`src/rtl/ahb3lite_pkg.sv`:
```
// ahb3lite_pkg: AHB3-Lite transfer encodings and interconnect arbiter state type
// Provides HTRANS/HBURST codes, the arbiter FSM enum and the fixed-burst beat helper.
package ahb3lite_pkg;
  localparam logic [1:0] HTRANS_IDLE = 2'b00, HTRANS_BUSY = 2'b01, HTRANS_NONSEQ = 2'b10, HTRANS_SEQ = 2'b11;
  localparam logic [2:0] HBURST_SINGLE = 3'd0, HBURST_INCR = 3'd1, HBURST_WRAP4 = 3'd2, HBURST_INCR4 = 3'd3,
                         HBURST_WRAP8 = 3'd4, HBURST_INCR8 = 3'd5, HBURST_WRAP16 = 3'd6, HBURST_INCR16 = 3'd7;
  typedef enum logic [1:0] {ARB_IDLE = 2'd0, ARB_BURST = 2'd1, ARB_INCR = 2'd2, ARB_LOCKED = 2'd3} arb_state_t;
  // beats remaining after the NONSEQ of a fixed-length burst; WRAPn/INCRn share hburst[2:1]
  function automatic logic [3:0] burst_beats(input logic [2:0] hburst);
    return hburst[2:1] == 2'b01 ? 4'd3 : hburst[2:1] == 2'b10 ? 4'd7 : hburst[2:1] == 2'b11 ? 4'd15 : 4'd0;
  endfunction
endpackage

```
`src/rtl/ahb3lite_interconnect_slave_priority.sv`:
```
// ahb3lite_interconnect_slave_priority: highest priority level among requesting masters
// Ports: req (per-master request), prio (per-master priority), max_prio (highest requested level, 0 if none).
module ahb3lite_interconnect_slave_priority #(
  parameter int MASTERS     = 3,
  parameter int MASTER_BITS = (MASTERS > 1) ? $clog2(MASTERS) : 1
) (
  input  logic [MASTERS-1:0]     req,
  input  logic [MASTER_BITS-1:0] prio [MASTERS],
  output logic [MASTER_BITS-1:0] max_prio
);
  always_comb begin
    max_prio = '0;
    for (int i = 0; i < MASTERS; i++) max_prio = req[i] && prio[i] > max_prio ? prio[i] : max_prio;
  end
endmodule

```
`src/rtl/ahb3lite_interconnect_arbiter.sv`:
```
// ahb3lite_interconnect_arbiter: priority/round-robin AHB3-Lite slave-port arbiter with burst and lock awareness
// Ports: HCLK/HRESET (sync, active-high), HREADY (advances all state), per-master mstHSEL/mstpriority/
// mstHTRANS/mstHBURST/mstHMASTLOCK; granted_master (one-hot), granted_master_idx (address phase),
// granted_master_idx_dly (data phase), can_switch (combinational), arb_state (debug).
module ahb3lite_interconnect_arbiter
  import ahb3lite_pkg::*;
#(
  parameter int MASTERS     = 3,
  parameter int MASTER_BITS = (MASTERS > 1) ? $clog2(MASTERS) : 1,
  parameter int HOLD_MAX    = 16
) (
  input  logic                   HCLK,
  input  logic                   HRESET,
  input  logic                   HREADY,
  input  logic [MASTERS-1:0]     mstHSEL,
  input  logic [MASTER_BITS-1:0] mstpriority [MASTERS],
  input  logic [1:0]             mstHTRANS [MASTERS],
  input  logic [2:0]             mstHBURST [MASTERS],
  input  logic [MASTERS-1:0]     mstHMASTLOCK,
  output logic [MASTERS-1:0]     granted_master,
  output logic [MASTER_BITS-1:0] granted_master_idx,
  output logic [MASTER_BITS-1:0] granted_master_idx_dly,
  output logic                   can_switch,
  output logic [1:0]             arb_state
);
  localparam int LEVELS = 2 ** MASTER_BITS;
  localparam int HB = $clog2(HOLD_MAX + 1);
  arb_state_t state, state_nxt;
  logic [3:0] beats, beats_nxt;
  logic [HB-1:0] hold, hold_nxt;
  logic [MASTER_BITS-1:0] ptr [LEVELS];
  logic [MASTER_BITS-1:0] gm, max_prio, winner, c;
  logic [1:0] trans;
  logic [2:0] burst;
  logic sel, lock, others, any_req;
  assign gm = granted_master_idx;
  assign sel = mstHSEL[gm];
  assign lock = mstHMASTLOCK[gm];
  assign trans = mstHTRANS[gm];
  assign burst = mstHBURST[gm];
  assign others = |(mstHSEL & ~granted_master);
  assign arb_state = state;
  ahb3lite_interconnect_slave_priority #(.MASTERS(MASTERS), .MASTER_BITS(MASTER_BITS)) u_prio (
    .req(mstHSEL), .prio(mstpriority), .max_prio(max_prio)
  );
  // round-robin within the winning level, starting just after that level's last grant
  always_comb begin
    winner = gm;
    any_req = 1'b0;
    c = ptr[max_prio];
    for (int k = 0; k < MASTERS; k++) begin
      c = c == MASTER_BITS'(MASTERS - 1) ? '0 : c + 1'b1;
      if (!any_req && mstHSEL[c] && mstpriority[c] == max_prio) begin
        winner = c;
        any_req = 1'b1;
      end
    end
  end
  assign can_switch = !sel ? 1'b1 :
                      state == ARB_LOCKED ? 1'b0 :
                      state == ARB_IDLE ? 1'b1 :
                      state == ARB_BURST ? beats == '0 :
                      trans == HTRANS_IDLE || trans == HTRANS_NONSEQ || (hold == HB'(HOLD_MAX) && others);
  // lock evaluation first, then burst tracking; a grant change always restarts from IDLE
  always_comb begin
    state_nxt = state;
    beats_nxt = beats;
    hold_nxt = hold;
    if (lock && trans != HTRANS_IDLE) state_nxt = ARB_LOCKED;
    else if (state == ARB_LOCKED) state_nxt = lock ? ARB_LOCKED : ARB_IDLE;
    else if (trans == HTRANS_NONSEQ) begin
      beats_nxt = burst_beats(burst);
      hold_nxt = '0;
      state_nxt = burst == HBURST_SINGLE ? ARB_IDLE : burst == HBURST_INCR ? ARB_INCR : ARB_BURST;
    end else if (state == ARB_BURST) begin
      beats_nxt = trans == HTRANS_SEQ && beats != '0 ? beats - 4'd1 : beats;
      state_nxt = trans == HTRANS_IDLE || beats == '0 ? ARB_IDLE : ARB_BURST;
    end else if (state == ARB_INCR) begin
      hold_nxt = trans == HTRANS_SEQ && hold != HB'(HOLD_MAX) ? hold + 1'b1 : hold;
      state_nxt = trans == HTRANS_IDLE ? ARB_IDLE : ARB_INCR;
    end
    if (can_switch && winner != gm) state_nxt = ARB_IDLE;
  end
  always_ff @(posedge HCLK) begin
    if (HRESET) begin
      state <= ARB_IDLE;
      beats <= '0;
      hold <= '0;
      granted_master <= MASTERS'(1);
      granted_master_idx <= '0;
      granted_master_idx_dly <= '0;
      for (int i = 0; i < LEVELS; i++) ptr[i] <= '0;
    end else if (HREADY) begin
      state <= state_nxt;
      beats <= beats_nxt;
      hold <= hold_nxt;
      granted_master_idx_dly <= granted_master_idx;
      if (can_switch && any_req) begin
        granted_master <= MASTERS'(1) << winner;
        granted_master_idx <= winner;
        ptr[max_prio] <= winner;
      end
    end
  end
endmodule

```
`config.mk`:
```
export PLATFORM = sky130hd
export DESIGN_NAME = ahb3lite_interconnect_arbiter
export DESIGN_NICKNAME = d
export VERILOG_FILES = /design/src/rtl/ahb3lite_pkg.sv /design/src/rtl/ahb3lite_interconnect_slave_priority.sv /design/src/rtl/ahb3lite_interconnect_arbiter.sv
export SDC_FILE = /design/constraint.sdc
export NUM_CORES = 1
export LEC_CHECK = 0
export CORE_ASPECT_RATIO = 1.75
export CORE_MARGIN = 4
export CORE_UTILIZATION = 60
export CTS_BUF_LIST = sky130_fd_sc_hd__clkbuf_2 sky130_fd_sc_hd__clkbuf_4 sky130_fd_sc_hd__clkbuf_8
export DETAILED_ROUTE_END_ITERATION = 12
export PLACE_DENSITY = 0.88
export SYNTH_ARGS = -nofsm -noshare
export SYNTH_HDL_FRONTEND = slang
export SYNTH_HIERARCHICAL = 1
export SYNTH_SLANG_ARGS = --single-unit
```
`constraint.sdc`:
```
create_clock -name HCLK -period 7.69 [get_ports HCLK]
set_input_delay 0.769 -clock HCLK [delete_from_list [all_inputs] [get_ports HCLK]]
set_output_delay 0.769 -clock HCLK [all_outputs]
set_load 0.02 [all_outputs]
```
After elaboration in Yosys (flattened, before gate mapping):

Memory sizes are Yosys's and may differ from the RTL's.
Cells that the tools add are included.

* shift operators: 1
* div/mod/pow operators: 0
* bitwise operators: 8
* eq/ne operators: 19
* add/subtract/negate cells: 5
* muxes and demuxes: 71
* reduce and logical (&&, ||, !) cells: 36
* order comparisons: 11
* $mul: 0

Operator list (count)
* 2-bit 2-to-1 mux: 29
* 4-bit 2-to-1 mux: 6
* 1-bit 2-to-1 mux: 20
* 5-bit 2-to-1 mux: 4
* 2-bit == test (second input constant): 9
* 2-bit binary-select mux with 2-bit select: 4
* 1-bit logical AND: 14
* 3-bit >= comparator (second input constant): 4
* 2-bit by 3-bit < comparator with 1-bit output (second input constant): 4
* 2-bit inverter with 3-bit output: 4
* 1-bit binary-select mux with 2-bit select: 5
* 2-bit nonzero test: 5
* 2-bit by 1-bit adder with 2-bit output (second input constant): 3
* 3-bit binary-select mux with 2-bit select: 1
* 2-bit == test: 3
* 3-bit 2-to-1 mux: 2
* 6-bit AND reduction: 1
* 6-bit nonzero test: 1
* 5-bit by 1-bit adder with 5-bit output (second input constant): 1
* 5-bit == test (second input constant): 1
* 5-bit != test (second input constant): 1
* 5-bit AND reduction: 1
* 2-bit by 1-bit == test with 1-bit output (second input constant): 2
* 2-bit greater-than comparator: 2
* other kinds (18): 24

* word-level logic and storage cells: 158
* RAM bits: 8
* bits in registers: 18
* memories kept: 1
* input bits: 30
* latch bits: 0
* ROM bits: 0
* output and inout bits: 10

Memory list
* ptr: words 4, width 2, read ports 1, clocked after Yosys merged registers in 0, wr ports 4, line ahb3lite_interconnect_arbiter.sv:31 `logic [MASTER_BITS-1:0] ptr [LEVELS];`

Depth between registers and ports, before layout:

Gate-level depths: netlist of the first run.
An unclocked memory read counts as a cell.

* depth after elaboration: 34
* depth in mapped cells: 21
* gate-level depth less buffers: 19

Modules after synthesis:

Netlist of the first run, hierarchy kept.

By module, submodules not included
* ahb3lite_interconnect_arbiter: area an instance 2269.7 µm², cells an instance 264, seq. area each 600.6 µm², times used 1
* ahb3lite_interconnect_slave_priority: area an instance 163.9 µm², cells an instance 20, seq. area each 0.0 µm², times used 1

Worst setup path after synthesis of the first run:

OpenSTA, ideal clock, no wires.

* path type: input to register
* from: in mstHSEL[0]
* to: reg state[0], in the netlist arb_state[0]
* stages on the path: 20
* arrival time: 5.012 ns
* data required time: 7.621 ns
* path slack: 2.610 ns
* path through: nand2_1 ha_1 nor2b_2 o211ai_2 mux2_2 ha_1 nor2b_1 o211ai_1 mux2_4 buf_6 mux2i_1 mux2i_1 a21oi_1 o211ai_1 nor2_4 buf_6 xnor2_1 o221a_2 o41a_1 o21ai_1

* cells in the longest elaborated chain, start to end: 30
* elaborated cells between the ends (all ways): 66
* classes of those cells: add/sub (3); order compare (2); eq/ne (7); mux (33); bitwise (4); reduce/logical (16); memory (1)

Ends and longest elaborated chain
* from (decl): line ahb3lite_interconnect_arbiter.sv:15 `input logic [MASTERS-1:0] mstHSEL,`
* 1-bit logical AND (*): line ahb3lite_interconnect_slave_priority.sv:13 `for (int i = 0; i < MASTERS; i++) max_prio = req[i] && prio[i] > max_prio ? prio[i] : max_prio;`
* 2-bit 2-to-1 mux (*): line ahb3lite_interconnect_slave_priority.sv:13
* 2-bit greater-than comparator: line ahb3lite_interconnect_slave_priority.sv:13
* 1-bit logical AND: line ahb3lite_interconnect_slave_priority.sv:13
* 2-bit 2-to-1 mux (*): line ahb3lite_interconnect_slave_priority.sv:13
* 2-bit greater-than comparator: line ahb3lite_interconnect_slave_priority.sv:13
* 1-bit logical AND: line ahb3lite_interconnect_slave_priority.sv:13
* 2-bit 2-to-1 mux (*): line ahb3lite_interconnect_slave_priority.sv:13
* via max_prio[0]: line ahb3lite_interconnect_arbiter.sv:32 `logic [MASTER_BITS-1:0] gm, max_prio, winner, c;`
* parallel branches: the longest is 17 deep, another holds memory read 4 x 2 bit
* 2-bit 2-to-1 mux (*): line ahb3lite_interconnect_arbiter.sv:53 `if (!any_req && mstHSEL[c] && mstpriority[c] == max_prio) begin`
* 2-bit != test (*): line ahb3lite_interconnect_arbiter.sv:82 `if (can_switch && winner != gm) state_nxt = ARB_IDLE;`
* 1-bit logical AND (*): line ahb3lite_interconnect_arbiter.sv:82
* 6-bit nonzero test (no line)
* 2-bit AND reduction (no line)
* to (signal assigned): line ahb3lite_interconnect_arbiter.sv:94 `state <= state_nxt;`
* to (decl): line ahb3lite_interconnect_arbiter.sv:28 `arb_state_t state, state_nxt;`

Mark *: on every way through the listed nets, which the timed path passes. The select of a mux whose other input is x is not followed.
A chain may end at the register's enable or synchronous reset.

Worst setup path after layout of the first run:

* from: in mstpriority[5] in the netlist's numbering
* to: reg granted_master[0]

* cells in the longest elaborated chain, start to end: 29
* elaborated cells between the ends (all ways): 56
* classes of those cells: add/sub (3); order compare (3); eq/ne (6); shift (1); mux (27); bitwise (3); reduce/logical (12); memory (1)

Ends and longest elaborated chain
* from (decl): line ahb3lite_interconnect_arbiter.sv:16 `input logic [MASTER_BITS-1:0] mstpriority [MASTERS],`
* 2-bit by 1-bit greater-than comparator with 1-bit output: line ahb3lite_interconnect_slave_priority.sv:13
* 1-bit logical AND: line ahb3lite_interconnect_slave_priority.sv:13
* 2-bit 2-to-1 mux (*): line ahb3lite_interconnect_slave_priority.sv:13
* 2-bit greater-than comparator: line ahb3lite_interconnect_slave_priority.sv:13
* 1-bit logical AND: line ahb3lite_interconnect_slave_priority.sv:13
* 2-bit 2-to-1 mux (*): line ahb3lite_interconnect_slave_priority.sv:13
* 2-bit greater-than comparator: line ahb3lite_interconnect_slave_priority.sv:13
* 1-bit logical AND: line ahb3lite_interconnect_slave_priority.sv:13
* 2-bit 2-to-1 mux (*): line ahb3lite_interconnect_slave_priority.sv:13
* via max_prio[1]: line ahb3lite_interconnect_arbiter.sv:32
* parallel branches: the longest is 20 deep, another holds memory read 4 x 2 bit
* to (signal assigned): line ahb3lite_interconnect_arbiter.sv:99 `granted_master <= MASTERS'(1) << winner;`
* to (decl): line ahb3lite_interconnect_arbiter.sv:20 `output logic [MASTERS-1:0] granted_master,`

Marks and branches as above.

==> results of run 1 <==
-- power by group --
group,total (mW),internal (mW),switching (mW)
combinational,0.306,0.127,0.178
clock,0.115,0.0697,0.0452
sequential,0.167,0.154,0.0136
-- path summary, 6_finish.rpt --
kind,from,endpoint,slack [ns]
min,beats[1]$_SDFFE_PP0P_,beats[1]$_SDFFE_PP0P_,0.48
max reg2reg,ptr[3][1]$_DFFE_PP_,granted_master[0]$_SDFFE_PP1P_,4.59
max,mstpriority[5],granted_master[0]$_SDFFE_PP1P_,1.32
min reg2reg,beats[1]$_SDFFE_PP0P_,beats[1]$_SDFFE_PP0P_,0.48
-- metrics by stage --
step	setup slack [ns]	total power [mW]	hold slack (ns)
3_5_place_dp	1.09	0.472	0.458
5_1_grt	0.957	0.623	0.483
2_1_floorplan	2.61	0.405	0.441
4_1_cts	1.36	0.588	0.471
3_3_place_gp	1.25	0.466	0.450
6_report	1.32	0.588	0.475
-- cell type report --
class / instances / area share
flip-flops and latches: 26 / 0.209
multi-input cells: 229 / 0.588
repair buffers: 40 / 0.139
clock buffers: 3 / 0.0144
inverters: 14 / 0.0183
clock inverters: 1 / 0.0105
well taps: 48 / 0.0209
-- state kept, by name, indices dropped and copies added (netlist names) --
signal	cells
ptr	8
granted_master	3
granted_master_idx_dly	2
beats	4
granted_master_idx	2
arb_state	2
hold	5
-- critical path, stage by stage --
cell             delay, ns
clkdlybuf4s50_1       0.60
nand2_1               0.12
ha_1                  0.31
nor2b_2               0.16
o211ai_2              0.19
mux2_2                0.38
ha_1                  0.29
nor2b_1               0.14
o211ai_1              0.29
nor2_1                0.08
a21oi_1               0.71
mux4_2                0.60
nor2b_1               0.22
a211oi_1              0.29
a211oi_2              0.13
and2_4                0.27
o311ai_4              0.48
nor2b_1               0.38
a211oi_2              0.12
-- cell families after synthesis --
| kind of cell | Yosys count |
|---|---|
| AOI/OAI and AO/OA | 77 |
| xor gates and xnor gates | 8 |
| adders and majority gates | 7 |
| buffers and inverters | 29 |
| DFF | 26 |
| muxes | 35 |
| and+or+nand+nor | 102 |
-- layer usage --
metal,track usage,vias up,wire (um),part of all wire
li1,-,1098,-,-
met1,0.233,1064,2160,0.36
met2,0.466,81,3310,0.55
met3,0.0254,20,232,0.039
met4,0.172,0,314,0.052
met5,0,-,0,0
-- cells in the mapped netlist, types with 5 or more instances --
library cell / number
clkbuf_1: 6
mux2i_1: 26
o21ai_0: 14
edfxtp_1: 8
nand2_1: 24
dfxtp_1: 18
nor3_1: 5
a21o_1: 7
nand4_1: 6
inv_1: 14
a21oi_1: 20
nor2_1: 30
nor2b_1: 5
ha_1: 7
nand2b_1: 6
==> results.py, run 1 <==
metrics = {
    "synth": {
        "yosysTopAreaCell": "dfxtp_1",
        "synthMuxAreaShare": 0.162,
        "yosysWarnings": 6,
        "synthSimpleGateAreaFrac": 0.225,
        "synth_top_family_by_area": "compound AO/OA/AOI/OAI gates",
        "synthDistinctLibCells": 65,
        "synth_edf_count": 8,
        "async_flop_share": 0,
        "synth.avg_cell_area_um2": 8.57,
        "synth_top_area_share": 0.148,
        "synth_flop_cell": "dfxtp_1",
        "syn-cell-area_mm2": 0.00243,
        "yosys.area_share.adder": 0.0360,
        "synth-compound-area-share": 0.235,
        "syn_nets": 321,
        "synth-xor-area-share": 0.0350,
        "seq_area_frac_synth": 0.247,
        "synth.area.top_cells": "dfxtp_1, mux2i_1, edfxtp_1",
        "ys_ff_latch": 26,
        "syn_inst": 284,
    },
    "floorplanning": {
        "core_mm2": 0.00390,
        "start_util": 0.623,
        "row_count": 30,
        "dieArea_mm2": 0.00518,
        "die_w_um": 56.1,
        "fp.dieH_um": 92.3,
        "ios": 40,
    },
    "setup_path": {
        "worstRegToRegCells": 8,
        "cp.arrival_ns": 6.52,
        "required_ns": 7.85,
        "crit_fanout": 16,
        "path_class": "in -> reg",
        "cp-start-kind": "primary input",
        "end_kind": "register",
    },
    "timing": {
        "skew_ns": 0.00893,
        "slew_violations": 0,
        "setup_viol": 0,
        "rsz0062_at_grt": "false",
        "max_freq_mhz": 157,
        "tightest_slew_ns": 0.915,
        "fin_setup_tns_ns": 0,
        "slew-limit-headroom": 0.390,
        "hold_violations": 0,
        "fin_crit_sh": 0.828,
        "fin_crit_ns": 6.37,
    },
    "placed_design": {
        "placedInstanceArea_mm2": 0.00280,
        "portBuffers": 39,
        "place_congestion": 0.904,
        "dp.cells": 357,
        "hpwl_um": 4700,
    },
    "routing": {
        "ant_nets": 0,
        "drc_errors": 0,
        "drt_pass1_iterations": 4,
        "num_vias": 2263,
        "avgViaCountPerCell": 6.27,
        "drt_iter0_markers": 67,
        "routed_wl_um": 6020,
        "routedWlPerCell_um": 16.7,
    },
    "cells_and_area": {
        "fillCellCount": 307,
        "syn_to_final_growth_pct": 18.0,
        "antenna_cells": 0,
        "post-route-util": 0.736,
        "fin_nets": 351,
        "final_cell_mix": "clkdlybuf4s50_1, nor2_1, mux2i_1, nand2_1, a21oi_1",
        "drive_above_1_share": 0.115,
        "stdcell_area_mm2": 0.00287,
        "final_common_cell": "clkdlybuf4s50_1",
        "layoutNonFillerInstCount": 361,
        "seqCellArea_um2": 601,
        "multi_input_area_mm2": 0.00169,
    },
    "grt": {
        "grt_pass1_wl_um": 10200,
        "antenna_found_initial": 0,
        "grt_pass1_vias": 2302,
        "grt_overflow": 0,
        "grt_max_degree": 20,
        "track_usage": 0.244,
    },
    "status": {
        "status": "completed",
    },
    "hold_path": {
        "holdCritPathClass": "reg -> reg",
        "hold_path_depth": 2,
    },
    "power": {
        "power.leakage_nw": 1.13,
        "pwr_density_cell_mw_per_mm2": 205,
        "ir_drop_mv": 0.178,
    },
    "clocking": {
        "cts_resized": 0,
        "cts-hold-fix-buffers": 0,
        "cts_setup_buffers": 0,
        "cts_tree": "done",
        "clock_path_buffers": 2,
        "clk_latency_ns": 0.28,
        "clk_pin_slew_worst_paths_ns": 0.10,
        "htreeDepth": 1,
        "cts.sinks": 26,
        "cts_made_buffers": 3,
        "cts_root_buf": "clkbuf_8",
    },
    "flow_run": {
        "maxCapViolCount": 0,
    },
}
Power figures use the tool's default switching activity.
==> inputs of run 2 (changes only) <==
Settings changed: CORE_UTILIZATION 60 to 50, PLACE_DENSITY 0.88 to 0.79.
Clock period 7.69 ns to 5.8 ns, I/O delays scaled along.
==> run 2 against run 1 <==
Effect of this change:
- non-clock buffer count rose by 21
- cell count rose by 6.9%
- power grew 40%
- sequential share of layout area shrank 1.2 points
- clock-buffer cell count unchanged
- combinational power increased by 47%
- global-route usage fell by 2.2 points
- clock power increased by 30%
- setup slack worse by 1.1 ns
- die area grew 18%
- critical path type unchanged
- critical endpoint is now arb_state[0]$_SDFFE_PP0P_
==> results.py, run 2 (synthesized netlist as in run 1, its figures left out) <==
metrics = {
    "clocking": {
        "clk_latency_ns": 0.27,
        "cts-hold-fix-buffers": 0,
        "cts_tree": "done",
        "cts_resized": 0,
        "htreeDepth": 1,
        "cts.sinks": 26,
        "clk_pin_slew_worst_paths_ns": 0.09,
        "clock_path_buffers": 2,
        "cts_setup_buffers": 0,
        "cts_made_buffers": 3,
        "cts_root_buf": "clkbuf_8",
    },
    "setup_path": {
        "crit_fanout": 5,
        "rrSetupSlack_ns": 2.46,
        "required_ns": 6.00,
        "path_class": "in -> reg",
        "cp.arrival_ns": 5.77,
        "end_kind": "register",
        "cp-start-kind": "primary input",
    },
    "cells_and_area": {
        "drive_above_1_share": 0.174,
        "fillCellCount": 417,
        "largest_register_ffs": 8,
        "syn_to_final_growth_pct": 24.9,
        "final_cell_mix": "clkdlybuf4s50_1, nor2_1, mux2i_1, nand2_1, buf_4",
        "reg.largest.list": "ptr x8, hold x5, beats x4",
        "final_common_cell": "clkdlybuf4s50_1",
        "fin_nets": 372,
        "top_register": "ptr",
        "antenna_cells": 0,
    },
    "routing": {
        "avgViaCountPerCell": 5.96,
        "num_vias": 2302,
        "drc_errors": 0,
        "drt_iter0_markers": 100,
        "routed_wl_um": 6420,
        "ant_nets": 0,
        "routedWlPerCell_um": 16.6,
        "drt_pass1_iterations": 4,
    },
    "timing": {
        "tightest_slew_ns": 0.745,
        "slew_violations": 0,
        "max_freq_mhz": 180,
        "fin_crit_sh": 0.960,
        "setup_viol": 0,
        "hold_violations": 0,
        "skew_ns": 0.00267,
        "slew-limit-headroom": 0.502,
        "fin_setup_tns_ns": 0,
        "rsz0062_at_grt": "false",
        "fin_hold_ws_ns": 0.475,
        "fin_crit_ns": 5.57,
    },
    "floorplanning": {
        "row_count": 33,
        "die_w_um": 60.7,
        "core_mm2": 0.00471,
        "ios": 40,
        "start_util": 0.517,
        "fp.dieH_um": 100,
        "dieArea_mm2": 0.00609,
    },
    "power": {
        "pwr_density_cell_mw_per_mm2": 271,
        "p_total_mw": 0.825,
        "ir_drop_mv": 0.210,
        "power.leakage_nw": 1.23,
    },
    "flow_run": {
        "maxCapViolCount": 0,
    },
    "grt": {
        "antenna_found_initial": 0,
        "grt_pass1_wl_um": 10600,
        "track_usage": 0.222,
        "grt_pass1_vias": 2322,
        "grt_overflow": 0,
        "grt_max_degree": 20,
    },
    "status": {
        "status": "completed",
    },
    "placed_design": {
        "hpwl_um": 5170,
        "portBuffers": 39,
        "place_congestion": 0.912,
    },
    "hold_path": {
        "holdCritPathClass": "reg -> reg",
    },
}
run 2: changes by cell type in the layout (fill, tap and decap cells not counted):
cell / change
buf_4: +21
nor4_1: -1
nor4_2: +1
run 2: critical path, cell delays in order:
cell and delay (ns):
clkdlybuf4s50_1 0.49, nand2_1 0.08, ha_1 0.29, nor2b_2 0.16
o211ai_2 0.20, mux2_2 0.37, ha_1 0.29, nor2b_1 0.13
o211ai_1 0.28, mux2_4 0.37, mux4_2 0.50, mux2i_1 0.14
o21ai_0 0.36, o211ai_1 0.15, buf_4 0.19, or2_2 0.32
buf_4 0.16, nand4_1 0.08, nand4b_1 0.10, o41a_1 0.35
o21ai_1 0.17
run 2: area by class of cell:
cell class                 instances  area (um^2)  area share
sequential                        26          601       0.198
clock inverter                     1         30.0     0.00988
clock buffer                       3         41.3      0.0136
timing repair buffer              61          556       0.183
inverter                          14         52.6      0.0173
multi-input combinational        229         1700       0.558
tap                               52         65.1      0.0214
run 2: per-stage QoR:
stage	util	instances	worst slack, ns	cell area, um^2
after floorplan	-	284	0.909	2430
after global placement	0.629	382	0.155	2960
after detailed placement	0.629	382	-0.0210	2960
after CTS	0.645	386	0.241	3030
after global routing	0.646	386	0.00400	3040
final	0.646	386	0.232	3040
run 2: layer usage:
layer / wire length [um] / global-route usage
met5: 0 / 0
met4: 229 / 0.0952
met3: 246 / 0.0193
met2: 3600 / 0.424
met1: 2350 / 0.233
run 2: where the power goes:
group          internal (mW)  switching (mW)
sequential             0.204          0.0217
combinational          0.204           0.245
clock                 0.0923          0.0577
total                  0.500           0.325
run 2: worst paths after layout:
kind,startpoint,endpoint,depth (start not counted)
hold / removal,beats[1]$_SDFFE_PP0P_,beats[1]$_SDFFE_PP0P_,2
hold reg to reg,beats[1]$_SDFFE_PP0P_,beats[1]$_SDFFE_PP0P_,2
setup reg to reg,granted_master_idx[0]$_SDFFE_PP0P_,ptr[1][1]$_SDFFCE_PN0P_,10
setup / recovery,mstHSEL[0],arb_state[0]$_SDFFE_PP0P_,21
